**config.mk**
```make
export PLATFORM = sky130hd
export DESIGN_NAME = ifetch_line_buffer
export DESIGN_NICKNAME = d
export VERILOG_FILES = /design/src/rtl/lc3b_types.sv /design/src/rtl/word_select.sv /design/src/rtl/ifetch_line_buffer.sv
export SDC_FILE = /design/constraint.sdc
export NUM_CORES = 1
export LEC_CHECK = 0
export CAP_MARGIN = 15
export CORE_ASPECT_RATIO = 1.4
export CORE_MARGIN = 4
export CORE_UTILIZATION = 30
export CTS_CLUSTER_SIZE = 28
export DETAILED_ROUTE_END_ITERATION = 8
export DONT_BUFFER_PORTS = 1
export GPL_ROUTABILITY_DRIVEN = 0
export PLACE_DENSITY_LB_ADDON = 0.08
export SLEW_MARGIN = 20
export SYNTH_ARGS = -nofsm -noshare
export SYNTH_HDL_FRONTEND = slang
export SYNTH_SLANG_ARGS = --single-unit
```
**constraint.sdc**
```tcl
create_clock -name clk -period 10.7 [get_ports clk]
set_clock_uncertainty 0.1 [all_clocks]
set_input_delay 1.605 -clock clk [delete_from_list [all_inputs] [get_ports clk]]
set_output_delay 1.605 -clock clk [all_outputs]
set_load 0.03 [all_outputs]
```
**src/rtl/lc3b_types.sv**
```systemverilog
// Shared LC-3b datapath types for the instruction-fetch line buffer.
package lc3b_types;

    localparam int unsigned WORD_W   = 16;
    localparam int unsigned LINE_W   = 128;
    localparam int unsigned OFFSET_W = 4;
    localparam int unsigned TAG_W    = WORD_W - OFFSET_W;
    localparam int unsigned SEL_W    = 3;

    typedef logic [WORD_W-1:0] lc3b_word;
    typedef logic [LINE_W-1:0] lc3b_line;
    typedef logic [TAG_W-1:0]  lc3b_tag;

    // Line tag of a byte address.
    function automatic lc3b_tag addr_tag(input lc3b_word addr);
        return addr[WORD_W-1:OFFSET_W];
    endfunction

endpackage

```
**src/rtl/word_select.sv**
```systemverilog
// 8:1 16-bit word mux selecting instruction word sel out of a 128-bit line.
module word_select
    import lc3b_types::*;
(
    input  lc3b_line               line,
    input  logic [SEL_W-1:0]       sel,
    output lc3b_word               word
);

    assign word = line[{sel, 4'b0000} +: WORD_W];

endmodule

```
**src/rtl/ifetch_line_buffer.sv**
```systemverilog
// Single-line instruction fetch buffer: same-cycle hits, one line fill per miss.
module ifetch_line_buffer
    import lc3b_types::*;
(
    input  logic     clk,
    input  logic     reset,
    input  logic     if_read,
    input  lc3b_word if_address,
    output lc3b_word if_rdata,
    output logic     if_resp,
    input  logic     invalidate,
    output logic     pmem_read,
    output lc3b_word pmem_address,
    input  lc3b_line pmem_rdata,
    input  logic     pmem_resp,
    output logic [15:0] miss_count
);

    typedef enum logic {IDLE, FILL} state_t;

    state_t      state, state_next;
    lc3b_line    line_q;
    lc3b_tag     tag_q;
    lc3b_tag     fill_tag_q;
    logic        valid_q;
    logic        inval_pend_q;
    logic [15:0] miss_count_q;
    logic        hit;
    logic        unused_addr_lsb;

    assign unused_addr_lsb = if_address[0];
    assign hit             = valid_q && (tag_q == addr_tag(if_address));
    assign miss_count      = miss_count_q;

    word_select u_word_select (
        .line (line_q),
        .sel  (if_address[3:1]),
        .word (if_rdata)
    );

    // State register
    always_ff @(posedge clk or posedge reset) begin
        if (reset) state <= IDLE;
        else       state <= state_next;
    end

    // Next-state logic
    always_comb begin
        state_next = state;
        case (state)
            IDLE: if (if_read && !hit) state_next = FILL;
            FILL: if (pmem_resp)       state_next = IDLE;
            default:                   state_next = IDLE;
        endcase
    end

    // Outputs; a hit is never reported while an invalidate is in flight
    always_comb begin
        if_resp      = 1'b0;
        pmem_read    = 1'b0;
        pmem_address = 16'h0000;
        case (state)
            IDLE: if_resp = if_read && hit && !invalidate;
            FILL: begin
                pmem_read    = 1'b1;
                pmem_address = {fill_tag_q, 4'b0000};
            end
            default: ;
        endcase
    end

    // Line storage, tag/valid and miss counter
    always_ff @(posedge clk or posedge reset) begin
        if (reset) begin
            line_q       <= '0;
            tag_q        <= '0;
            fill_tag_q   <= '0;
            valid_q      <= 1'b0;
            inval_pend_q <= 1'b0;
            miss_count_q <= '0;
        end else begin
            case (state)
                IDLE: begin
                    inval_pend_q <= 1'b0;
                    if (invalidate) valid_q <= 1'b0;
                    if (if_read && !hit) fill_tag_q <= addr_tag(if_address);
                end
                FILL: begin
                    if (invalidate) begin
                        valid_q      <= 1'b0;
                        inval_pend_q <= 1'b1;
                    end
                    if (pmem_resp) begin
                        line_q       <= pmem_rdata;
                        tag_q        <= fill_tag_q;
                        valid_q      <= !(inval_pend_q || invalidate);
                        inval_pend_q <= 1'b0;
                        if (miss_count_q != 16'hFFFF)
                            miss_count_q <= miss_count_q + 16'd1;
                    end
                end
                default: ;
            endcase
        end
    end

endmodule

```
==> After elaboration in Yosys (flattened, before gate mapping) <==
Cells that the tools add are included.
{ "word_totals": {"regBits": 171, "mem_bits_ro": 0, "latchBits": 0, "n_memories": 0, "in_bits": 149, "out_inout_bits": 50, "elab_cells": 36, "mem_bits_rw": 0} }
{ "op_classes": {"n_mul": 0, "muxes": 12, "addsub": 1, "n_lt_le_gt_ge": 0, "n_reduce_logical": 11, "div": 0, "bitwise": 1, "shifts": 1, "eq_ne": 3} }
{ "op_table": {"columns": ["op", "n"], "rows": [
  ["$shiftx A128 B8 Y16", 1],
  ["$add A16 B1 Y16 const B", 1],
  ["$mux W16", 1],
  ["$ne A16 B16 Y1 const B", 1],
  ["$eq A12 B12 Y1", 1],
  ["$mux W1", 8],
  ["$pmux W1 S2", 3],
  ["$logic_and A1 B1 Y1", 4],
  ["$reduce_and A2 Y1", 2],
  ["$logic_not A1 Y1", 3],
  ["$ne A3 B3 Y1 const B", 1],
  ["$reduce_and A3 Y1", 1],
  ["$logic_or A1 B1 Y1", 1],
  ["$not A1 Y1", 1]
]} }

==> Longest topological paths before layout <==
{ "depth": {"depth_word": 6, "ltp_mapped": 5, "mapped_depth_nobuf": 4} }

==> Modules after synthesis <==
From an unflattened synthesis, not the netlist that was laid out.
{ "unflattened": {"hier_cells": 802, "area_unflattened_um2": 7963.9} }
{ "by_module_without_submodules": {"columns": ["mod", "area_each_um2", "cells_per_inst", "seq_area_each_um2", "n_inst"], "rows": [
  ["ifetch_line_buffer", 6892.9, 745, 4279.1, 1],
  ["word_select", 1071.0, 57, 0.0, 1]
]} }

==> Worst setup path after synthesis <==
No wires, ideal clock.
{ "synth_timing": {"path_type": "input to output", "startpoint": "input if_address[1]", "endpoint": "output if_rdata[0]", "path_stages": 4, "slack_ns": 6.002, "required_ns": 8.995, "t_arrival_ns": 2.993, "path_buffers": 2, "path_cell_list": "clkbuf_1 > buf_2 > mux4_2 > mux2_2"} }
{ "synth_via": {"elab_chain_len": 1} }
{ "synth_rtl": {"columns": ["element", "line", "source"], "rows": [
  ["start, declared", "ifetch_line_buffer.sv:8", "input lc3b_word if_address,"],
  ["$shiftx A128 B8 Y16", "word_select.sv:10", "assign word = line[{sel, 4'b0000} +: WORD_W];"],
  ["end, declared", "ifetch_line_buffer.sv:9", "output lc3b_word if_rdata,"]
]} }
No other way between the ends.

==> Worst setup path after layout <==
{ "layout_timing": {"startpoint": "input if_address[12]", "endpoint": "output if_resp"} }
{ "layout_via": {"elab_chain_len": 5} }
{ "layout_rtl": {"columns": ["element", "line", "source"], "rows": [
  ["$eq A12 B12 Y1", "ifetch_line_buffer.sv:32", "assign hit = valid_q && (tag_q == addr_tag(if_address));"],
  ["$logic_and A1 B1 Y1", "ifetch_line_buffer.sv:32", null],
  ["$logic_and A1 B1 Y1 (2 in a row)", "ifetch_line_buffer.sv:63", "IDLE: if_resp = if_read && hit && !invalidate;"],
  ["$mux W1", "ifetch_line_buffer.sv:62", "case (state)"],
  ["end, declared", "ifetch_line_buffer.sv:10", "output logic if_resp,"]
]} }
No other way between the ends.

==> metrics.cfg <==
[die]
io_pins = 199
coreArea_um2 = 25500
die_area_um2 = 28600
rows = 69
dieWidth_um = 144
initial_core_util_pct = 30.6
die_h_um = 199

[power]
power_density_nw_per_um2 = 227
p_int_mw = 1.34
power_leakage_nw = 4.17
ir_drop_mv = 0.110
p_total_mw = 1.96
switching_share_pct = 31.5
switching_power_mw = 0.617
p_clk_share_pct = 33.1
seqPwrFrac_pct = 46.7
combinationalPowerShare_pct = 20.1

[routing]
drt_iter0_markers = 211
drt_wl_total_um = 21700
routed_via_density = 4.75
drt_first_pass_iters = 4
remaining_drc_errors = 0
ant_nets = 0
vias = 5240
routedWlPerCell_um = 19.7

[logic_synthesis]
synth_cells = 794
synthXorXnorAreaFrac_pct = 3.04
ys_types = 31
synth_fa_ha_area_share_pct = 0.161
yosys.area.top_type = dfrtp_1
synth_area_um2 = 7790
synth_top_family_by_area = simple AND/OR/NAND/NOR gates
synth-seq-cells = 171
synth_warnings = 0
synth_top_area_share_pct = 54.9
yosysSeqAreaShare_pct = 54.9
synth_compound_area_share_pct = 1.37
yosys.area_share.simple_pct = 24.1
synth_area_leaders = dfrtp_1 (55%), nand2_1 (21%), mux4_2 (9.3%)
syn_avg_cell_area_um2 = 9.81
muxShareOfSynthArea_pct = 13.4

[sta]
setup_viol = 0
max_slew_margin_pct = 38.8
fmax_mhz = 224
setup_tns_ps = 0
rsz0062_at_grt = no
timing.final.ws_setup_ps = 6250
whs_ps = 346
post-route-min-period_ps = 4450
period_share_pct = 41.6
tightestPinTransition_ps = 915
hold_viol_final = 0
finalMaxSlewViolations = 0

[grt]
antenna_found_initial = 0
grt_pass1_wl_um = 33700
globalRouteTotalUtil_pct = 15.6
grt_overflow = 0
grt_pass1_vias = 5777
grt_max_degree = 96

[setup_path]
cp_cell_sequence = xnor2_1 > nand4_1 > nor4_1 > and3b_1
crit_type = in -> out
cp-start-kind = input port
critPathRequiredTime_ps = 9000
critPathMaxStageDelay_ps = 390
critPathCaptureType = output pin
path_max_fanout = 2
r2r_start = state$_DFF_PP0_
worstPathArrival_ps = 2750
slowest_stage = and3b_1
crit_start = if_address[12]

[cts]
ctsHoldBuffers = 0
h-tree-depth = 4
cts_sinks = 171
cts_buffers = 17
tritoncts = yes
clk_path_buf_depth = 2
postCtsSetupBuffers = 0
clkTransAtPathRegs_ps = 60
clock_latency_ps = 420
post_cts_resized = 0
root_buffer = clkbuf_16

[min_path]
hp-start = inval_pend_q$_DFFE_PP0P_
min_path_type = reg -> reg

[layout]
syn2layout_area_growth_pct = 10.8
nets = 921
finalInstanceArea_um2 = 8630
stdcell_count = 1103
drive_above_1_share_pct = 12.8
antenna_cells = 0
final_util_pct = 33.9

[placed_design]
dp.cells = 1071
post_dp_cell_area_um2 = 8010
numPortBuffers = 0
pre_cts_ws_ps = 6250
dp_hpwl_um = 15400

[run_status]
status = finished clean

[job]
max_cap_viol_count = 0

-- sequential cells by signal (all words and copies together), names as in the netlist --
| name | cells |
|---|---|
| state | 1 |
| miss_count | 16 |
| fill_tag_q | 12 |
| inval_pend_q | 1 |
| valid_q | 1 |
| line_q | 128 |
| tag_q | 12 |
-- worst max-delay path: cells and delay by family --
family / cells / cell delay (ps)
XOR/XNOR: 1 / 220
AND/OR/NAND/NOR: 3 / 910
-- synthesized netlist by cell type --
cell type	instances
xnor2_1	27
dfrtp_1	171
buf_2	16
buf_1	1
mux4_2	32
nor4_1	3
o41ai_4	1
nand2b_1	1
a211oi_1	1
nand3_1	4
and4_1	4
nand2_1	427
clkbuf_1	26
buf_4	4
and2_0	1
mux2_2	29
and3b_1	1
o211ai_1	4
nor2_1	6
o21ai_2	1
conb_1	1
o21ai_0	3
buf_6	1
and3_1	3
o2111ai_1	2
inv_1	1
ha_1	1
nand4_1	8
and2_1	12
or2_2	1
nor2b_1	1
-- worst paths after layout --
path / to / slack [ps] / cells past startpoint
min reg2reg: valid_q$_DFF_PP0_ / 350 / 1
min: valid_q$_DFF_PP0_ / 350 / 1
max reg2reg: miss_count[12]$_DFFE_PP0P_ / 7370 / 5
min in group asynchronous: line_q[125]$_DFFE_PP0P_ / 1110 / 1
max in group asynchronous: miss_count[4]$_DFFE_PP0P_ / 8090 / 2
max: if_resp / 6250 / 4
-- routing by layer --
layer | track usage [%] | part of all wire (%) | up-vias
li1 | - | - | 2509
met1 | 18.9 | 41 | 2586
met2 | 26.6 | 51 | 135
met3 | 5.17 | 6.4 | 10
met4 | 4.11 | 1.3 | 0
met5 | 0 | 0 | -
-- power groups by stage --
stage	Combinational (mW)	Clock, mW	Sequential [mW]
2_1_floorplan	0.333	0	0.892
3_3_place_gp	0.401	0	0.921
3_5_place_dp	0.405	0	0.929
4_1_cts	0.408	0.672	0.917
5_1_grt	0.446	0.700	0.938
6_report	0.393	0.649	0.915
-- cell families after synthesis --
family,Yosys count
XOR/XNOR,27
buffers and inverters,49
flip-flops,171
multiplexers,61
other,1
AO/OA/AOI/OAI,12
adder cells (fa/ha/maj),1
AND/OR/NAND/NOR,472
-- cell usage in the layout (no fill, tap or decap), drive strengths merged, types with 2 or more instances in the layout --
cell type	instances
o211ai	4
nand3	4
nor4	3
buf	3
nand4	8
dfrtp	171
nor2	6
conb	4
o2111ai	2
and4	4
clkinvlp	3
and2	13
clkinv	4
and3	3
xnor2	27
mux4	32
clkbuf	22
o21ai	4
mux2	29
nand2	427
bufinv	3
-- layout make-up --
| type | instances | area [um2] |
|---|---|---|
| well taps | 319 | 399 |
| repair buffers | 3 | 26.3 |
| multi-input cells | 577 | 3300 |
| inverters | 1 | 8.76 |
| flip-flops and latches | 171 | 4280 |
| fillers | 2619 | 16800 |
| clock buffers | 22 | 474 |
| clock inverters | 10 | 140 |
Power figures use the tool's default switching activity.
